### config.mk
export PLATFORM = sky130hd
export DESIGN_NAME = uart_tx_serializer_flat
export DESIGN_NICKNAME = d
export VERILOG_FILES = /design/src/rtl/uart_tx_serializer_if.sv /design/src/rtl/uart_tx_serializer.sv /design/src/flat_wrapper.sv
export SDC_FILE = /design/constraint.sdc
export NUM_CORES = 1
export LEC_CHECK = 0
export ABC_AREA = 1
export CAP_MARGIN = 20
export CORE_MARGIN = 1
export CORE_UTILIZATION = 60
export CTS_BUF_LIST = sky130_fd_sc_hd__clkbuf_4 sky130_fd_sc_hd__clkbuf_8
export DETAILED_ROUTE_END_ITERATION = 6
export GPL_TIMING_DRIVEN = 0
export PLACE_DENSITY_LB_ADDON = 0.1
export SLEW_MARGIN = 30
export SYNTH_ARGS = -nofsm -noshare
export SYNTH_HDL_FRONTEND = slang
export SYNTH_SLANG_ARGS = --single-unit
### constraint.sdc
create_clock -name clk_i -period 2.85 [get_ports clk_i]
set_input_delay 0.57 -clock clk_i [delete_from_list [all_inputs] [get_ports clk_i]]
set_output_delay 0.57 -clock clk_i [all_outputs]
set_load 0.02 [all_outputs]
### src/rtl/uart_tx_serializer_if.sv
// Handshake, configuration and serial-line signals of the UART transmit stage.
// The master side is the byte source and baud generator; the slave side is the serializer.
interface uart_tx_serializer_if #(
  parameter int DATA_W = 8
);
  logic              baudTick_i;
  logic [DATA_W-1:0] data_i;
  logic              valid_i;
  logic              ready_o;
  logic              parityEn_i;
  logic              parityOdd_i;
  logic              twoStop_i;
  logic              tx_o;
  logic              busy_o;
  logic              done_o;

  modport master (
    output baudTick_i, data_i, valid_i, parityEn_i, parityOdd_i, twoStop_i,
    input  ready_o, tx_o, busy_o, done_o
  );

  modport slave (
    input  baudTick_i, data_i, valid_i, parityEn_i, parityOdd_i, twoStop_i,
    output ready_o, tx_o, busy_o, done_o
  );
endinterface

### src/rtl/uart_tx_serializer.sv
// UART transmit serializer: one byte per valid/ready handshake, framed as start,
// LSB-first data, optional parity and 1 or 2 stop bits, paced by an oversample tick.
module uart_tx_serializer #(
  parameter int DATA_W     = 8,
  parameter int OVERSAMPLE = 16
) (
  input logic                  clk_i,
  input logic                  arst_ni,
  uart_tx_serializer_if.slave  bus
);

  localparam int TW = (OVERSAMPLE > 1) ? $clog2(OVERSAMPLE) : 1;
  localparam int BW = (DATA_W > 1) ? $clog2(DATA_W) : 1;
  localparam logic [TW-1:0] TICK_LAST = TW'(OVERSAMPLE - 1);
  localparam logic [BW-1:0] BIT_LAST  = BW'(DATA_W - 1);

  typedef enum logic [2:0] {
    IDLE,
    START,
    DATA,
    PARITY,
    STOP,
    STOP2
  } state_t;

  state_t            state, state_next;
  logic [TW-1:0]     tick_cnt, tick_cnt_next;
  logic [BW-1:0]     bit_cnt, bit_cnt_next;
  logic [DATA_W-1:0] shift, shift_next;
  logic              parity_bit, parity_bit_next;
  logic              parity_en, parity_en_next;
  logic              two_stop, two_stop_next;
  logic              tx, tx_next;
  logic              done;
  logic              bit_end;

  assign bit_end = bus.baudTick_i && (tick_cnt == TICK_LAST);

  always_ff @(posedge clk_i or negedge arst_ni) begin
    if (!arst_ni) begin
      state      <= IDLE;
      tick_cnt   <= '0;
      bit_cnt    <= '0;
      shift      <= '0;
      parity_bit <= 1'b0;
      parity_en  <= 1'b0;
      two_stop   <= 1'b0;
      tx         <= 1'b1;
    end else begin
      state      <= state_next;
      tick_cnt   <= tick_cnt_next;
      bit_cnt    <= bit_cnt_next;
      shift      <= shift_next;
      parity_bit <= parity_bit_next;
      parity_en  <= parity_en_next;
      two_stop   <= two_stop_next;
      tx         <= tx_next;
    end
  end

  always_comb begin
    state_next      = state;
    tick_cnt_next   = tick_cnt;
    bit_cnt_next    = bit_cnt;
    shift_next      = shift;
    parity_bit_next = parity_bit;
    parity_en_next  = parity_en;
    two_stop_next   = two_stop;
    done            = 1'b0;

    if (state == IDLE) begin
      if (bus.valid_i) begin
        state_next      = START;
        tick_cnt_next   = '0;
        shift_next      = bus.data_i;
        parity_bit_next = (^bus.data_i) ^ bus.parityOdd_i;
        parity_en_next  = bus.parityEn_i;
        two_stop_next   = bus.twoStop_i;
      end
    end else if (bus.baudTick_i) begin
      tick_cnt_next = bit_end ? '0 : tick_cnt + 1'b1;
    end

    case (state)
      START: begin
        if (bit_end) begin
          state_next   = DATA;
          bit_cnt_next = '0;
        end
      end
      DATA: begin
        if (bit_end) begin
          shift_next = shift >> 1;
          if (bit_cnt == BIT_LAST) begin
            state_next = parity_en ? PARITY : STOP;
          end else begin
            bit_cnt_next = bit_cnt + 1'b1;
          end
        end
      end
      PARITY: begin
        if (bit_end) state_next = STOP;
      end
      STOP: begin
        if (bit_end) begin
          if (two_stop) begin
            state_next = STOP2;
          end else begin
            state_next = IDLE;
            done       = 1'b1;
          end
        end
      end
      STOP2: begin
        if (bit_end) begin
          state_next = IDLE;
          done       = 1'b1;
        end
      end
      default: ;
    endcase

    // Line level is registered from the upcoming state so tx never glitches.
    tx_next = 1'b1;
    case (state_next)
      START:   tx_next = 1'b0;
      DATA:    tx_next = shift_next[0];
      PARITY:  tx_next = parity_bit;
      default: tx_next = 1'b1;
    endcase
  end

  assign bus.ready_o = (state == IDLE);
  assign bus.busy_o  = (state != IDLE);
  assign bus.done_o  = done;
  assign bus.tx_o    = tx;

endmodule

### src/flat_wrapper.sv
// flat-port wrapper written by rule: the top's interface ports become plain ports
module uart_tx_serializer_flat 
#(
  parameter int DATA_W     = 8,
  parameter int OVERSAMPLE = 16
)
  (clk_i, arst_ni, bus_baudTick_i, bus_data_i, bus_valid_i, bus_parityEn_i, bus_parityOdd_i, bus_twoStop_i, bus_ready_o, bus_tx_o, bus_busy_o, bus_done_o);
  uart_tx_serializer_if #(.DATA_W(DATA_W)) bus_i ();
  input logic clk_i;
  input logic arst_ni;
  input wire logic [$bits(bus_i.baudTick_i)-1:0] bus_baudTick_i;
  input wire logic [$bits(bus_i.data_i)-1:0] bus_data_i;
  input wire logic [$bits(bus_i.valid_i)-1:0] bus_valid_i;
  input wire logic [$bits(bus_i.parityEn_i)-1:0] bus_parityEn_i;
  input wire logic [$bits(bus_i.parityOdd_i)-1:0] bus_parityOdd_i;
  input wire logic [$bits(bus_i.twoStop_i)-1:0] bus_twoStop_i;
  output wire logic [$bits(bus_i.ready_o)-1:0] bus_ready_o;
  output wire logic [$bits(bus_i.tx_o)-1:0] bus_tx_o;
  output wire logic [$bits(bus_i.busy_o)-1:0] bus_busy_o;
  output wire logic [$bits(bus_i.done_o)-1:0] bus_done_o;
  assign bus_i.baudTick_i = bus_baudTick_i;
  assign bus_i.data_i = bus_data_i;
  assign bus_i.valid_i = bus_valid_i;
  assign bus_i.parityEn_i = bus_parityEn_i;
  assign bus_i.parityOdd_i = bus_parityOdd_i;
  assign bus_i.twoStop_i = bus_twoStop_i;
  assign bus_ready_o = bus_i.ready_o;
  assign bus_tx_o = bus_i.tx_o;
  assign bus_busy_o = bus_i.busy_o;
  assign bus_done_o = bus_i.done_o;
  uart_tx_serializer #(.DATA_W(DATA_W), .OVERSAMPLE(OVERSAMPLE)) u_core (.clk_i(clk_i), .arst_ni(arst_ni), .bus(bus_i));
endmodule
* After elaboration in Yosys (flattened, before gate mapping)
Index checks and enable logic that the tools add are counted.
** Word-level totals
- Output and inout port bits :: 4
- Logic and storage cells :: 62
- Input bits :: 15
- Bits in registers :: 22
** Operators by class
- Equal/unequal tests :: 14
- Mux-type cells :: 28
- Bitwise logic cells :: 1
- Add/sub/neg operators :: 2
- Reductions and logical operators :: 9
** Operators by type and width (number)
- 2-to-1 mux 3 bit :: 13
- 2-to-1 mux 8 bit :: 4
- 2-to-1 mux 4 bit :: 4
- case mux 3 bit (5 select lines) :: 1
- equality test 3 x 2 -> 1 bit, second input constant :: 4
- equality test 3 bit, second input constant :: 3
- parity 8 bit :: 1
- equality test 3 x 1 -> 1 bit, second input constant :: 2
- case mux 3 bit (2 select lines) :: 1
- adder 4 x 1 -> 4 bit, second input constant :: 1
- equality test 4 bit, second input constant :: 1
- != test 2 x 1 -> 1 bit, second input constant :: 2
- != test 2 bit, second input constant :: 2
- AND reduction 2 bit :: 2
- AND reduction 4 bit :: 1
- nonzero test 2 bit :: 2
- adder 3 x 1 -> 3 bit, second input constant :: 1
- zero test 3 bit :: 1
- 2-to-1 mux 1 bit :: 3
- case mux 1 bit (3 select lines) :: 1
- nonzero test 3 bit :: 1
- case mux 1 bit (2 select lines) :: 1
- logical AND 1 bit :: 1
- XOR 1 bit :: 1

* Longest topological paths before layout
- Depth after elaboration :: 7
- Gate-level depth with buffers :: 11
- Mapped depth without buffers :: 11

* Worst setup path before layout
OpenSTA, ideal clock, no wires.
- Path type :: input -> output
- Start :: input port bus_baudTick_i
- End :: output port bus_done_o
- Required time :: 2.280 ns
- Buffers on the path :: 0
- Stages :: 4
- Path slack :: 1.078 ns
- Data arrival time :: 1.202 ns
- Path through :: nand2_1 -> nor2_8 -> nand2_1 -> nor2_1
** On the way
- Longest elaborated chain between the ends :: 3
- Elaborated cells between the ends (all ways) :: 4
- Those cells by class :: mux: 3; reduce/logical: 1
** RTL lines
- start, declared :: line flat_wrapper.sv:11 : input wire logic [$bits(bus_i.baudTick_i)-1:0] bus_baudTick_i;
- logical AND 1 bit * :: line uart_tx_serializer.sv:37 : assign bit_end = bus.baudTick_i && (tick_cnt == TICK_LAST);
- 2-to-1 mux 1 bit, on equally long branches :: line uart_tx_serializer.sv:115, uart_tx_serializer.sv:105
- case mux 1 bit (2 select lines) * :: line uart_tx_serializer.sv:84 : case (state)
- end, declared :: line flat_wrapper.sv:20 : output wire logic [$bits(bus_i.done_o)-1:0] bus_done_o;
Every way passes the cells marked *; elsewhere a longest branch is shown, timed or not.

* Worst setup path after layout
Ends and elaborated chain as after synthesis.

==> results.py <==
metrics = {
    "grt": {
        "busiest_layer": "met2",
        "antenna_found_initial": 0,
        "grt_overflow": 0,
        "grt_first_pass_wirelength_mm": 4.64,
        "globalRouteMet3Util_pct": 4.24,
        "grt_pass1_vias": 1170,
        "grt_usage_pct": 24.8,
        "use_met2_pct": 43.3,
        "met1_usage_pct": 28.1,
        "grt_max_degree": 23,
    },
    "sta": {
        "finalSetupTns_ns": 0,
        "rsz0062_at_grt": "false",
        "worst_pin_slew_ns": 0.489,
        "finalCritPeriodShare_pct": 96.8,
        "fmax_mhz": 363,
        "finalHoldViolCount": 0,
        "report.final.slew_viol_count": 0,
        "setup_violations": 0,
        "clock_skew_ns": 0.0115,
        "period_needed_ns": 2.76,
        "maxSlewHeadroom_pct": 67.4,
        "whs_ns": 0.205,
    },
    "critical_path": {
        "critPathMaxFanout": 8,
        "worst-r2r-cell-count": 10,
        "crit_type": "input pin to output port",
        "cp.arrival_ns": 2.19,
        "regToRegSetupSlack_ns": 1.32,
        "worstReg2RegStart": "u_core.tick_cnt[0]$_DFFE_PN0P_",
        "worst_ep_required_time_ns": 2.28,
        "r2r_end": "u_core.bit_cnt[0]$_DFFE_PN0P_",
        "cp-start-kind": "input pin",
        "end_kind": "output port",
    },
    "clock_tree": {
        "cts_tree": "built",
        "postCtsHoldBufs": 0,
        "cts_buffers": 3,
        "worstSkewPairLatency_ns": 0.30,
        "max-clock-path-buffers": 2,
        "ctsResizeCount": 0,
        "clk_pin_slew_ns": 0.12,
        "root_buffer": "clkbuf_4",
        "htree_levels": 1,
        "clock_sinks": 22,
        "post-cts-setup-buffers": 0,
    },
    "routing": {
        "dr.pass1.iters": 5,
        "num_vias": 1160,
        "finalWirelength_mm": 2.61,
        "via_per_inst": 5.18,
        "drc": 0,
        "drt_iter0_drc": 18,
        "ant_nets": 0,
        "wl_per_cell_um": 11.6,
    },
    "yosys": {
        "syn_avg_cell_area_um2": 8.04,
        "synth_area_leaders": "dfrtp_1 (38%), nand2_1 (14%), nand3_1 (5.7%)",
        "ys_types": 27,
        "syn_inst": 174,
        "synth-edff-count": 0,
        "syn_area_um2": 1400,
        "yosys-top-cells-count": "nand2_1 (52), dfrtp_1 (21), inv_1 (19), nand3_1 (16), o21ai_0 (9)",
        "synth_most_common_cell": "nand2_1",
        "synth_ff_type": "dfrtp_1",
        "ys_ff_latch": 22,
        "synth.net_count": 193,
        "synth_warnings": 0,
        "ys_seq_area_share_pct": 39.4,
        "netlist.top_cell.by_area": "dfrtp_1",
        "async_flop_share_pct": 100,
        "synth_top_area_share_pct": 37.6,
    },
    "floorplanning": {
        "io_pins": 19,
        "die_w_um": 50.3,
        "core_um2": 2210,
        "rows": 17,
        "die_y_um": 50.3,
        "start_util_pct": 63.2,
        "dieArea_um2": 2530,
    },
    "run_status": {
        "status": "finished, final reports clean",
    },
    "final_layout": {
        "areaGrowthSynthToFinish_pct": 17.2,
        "diodes": 0,
        "drive_gt1_share_pct": 15.8,
        "fin_util_pct": 74.1,
        "finalNetCount": 216,
    },
    "hold_path": {
        "min_path_type": "input pin to asynchronous set/reset pin",
    },
    "placed_design": {
        "port_buffers": 18,
        "dp_hpwl_mm": 2.05,
        "gp_congestion": 0.921,
    },
    "power_and_ir_drop": {
        "finalPower_mw": 1.02,
        "vdd_drop_max_uv": 547,
        "p_leak_nw": 0.855,
        "power_density_nw_per_um2": 621,
    },
    "flow_run": {
        "maxCapViolations": 0,
    },
}
-- critical path: stages --
cell             delay [ns]
clkdlybuf4s50_1        0.52
nand2_1                0.14
nor2_8                 0.19
nand2_1                0.07
nor2_1                 0.10
clkdlybuf4s50_1        0.60
-- per-stage QoR --
step	area, µm²	setup slack, ns	instances
after detailed placement	1610	0.0967	220
final	1640	0.0920	224
after CTS	1640	0.0960	224
after global placement	1610	0.119	220
after floorplan	1400	1.08	174
after global routing	1640	0.0299	224
-- sequential cells by signal (all words and copies together), names as in the netlist --
name,count
u_core.shift,8
u_core.two_stop,1
u_core.tick_cnt,4
u_core.parity_en,1
u_core.parity_bit,1
u_core.state,3
u_core.bit_cnt,3
u_core.bus.tx_o,1
-- power by group --
part           switching, mW  internal (mW)
Combinational          0.230          0.160
Clock                 0.0879         0.0640
Sequential            0.0616          0.413
-- layer usage --
layer / up-vias / share of wire (%)
met4: 0 / 1.2
met1: 529 / 45
li1: 600 / -
met5: - / 0
met3: 4 / 3.1
met2: 27 / 50
-- how the worst max path moves through the flow --
stage,startpoint,endpoint,cells past startpoint
global placement,bus_baudTick_i,bus_done_o,6
detailed placement,bus_baudTick_i,bus_done_o,6
finish,bus_baudTick_i,bus_done_o,6
global route,bus_baudTick_i,bus_done_o,6
CTS,bus_baudTick_i,bus_done_o,6
floorplan,bus_baudTick_i,bus_done_o,4
-- cells by family (layout without fill, tap and decap cells) --
| kind of cell | count (synthesis) | after routing | share of synthesized area (%) |
|---|---|---|---|
| buffers and inverters | 29 | 51 | 9.57 |
| AO/OA/AOI/OAI | 26 | 26 | 12.4 |
| AND/OR/NAND/NOR | 85 | 85 | 30.0 |
| adder cells (fa/ha/maj) | 4 | 4 | 3.58 |
| XOR/XNOR | 8 | 8 | 5.01 |
| flip-flops | 22 | 22 | 39.4 |
-- cell usage in the layout (no fill, tap or decap), drive strengths merged, types with 4 or more instances in the layout --
cell           instances
clkbuf                 4
dfrtp                 21
nor2                   6
o211ai                 4
ha                     4
o21ai                 15
xor2                   5
nand2                 57
a21oi                  6
clkdlybuf4s50         17
nand3                 18
inv                   26
-- area by class of cell --
type / count / area [µm²]
Multi-Input combinational cell: 123 / 713
Fill cell: 170 / 573
Sequential cell: 22 / 552
Timing Repair Buffer: 18 / 175
Inverter: 27 / 111
Tap cell: 28 / 35.0
Clock buffer: 4 / 30.0
Buffer: 2 / 22.5
No activity file was read; power rests on OpenSTA's default activity.
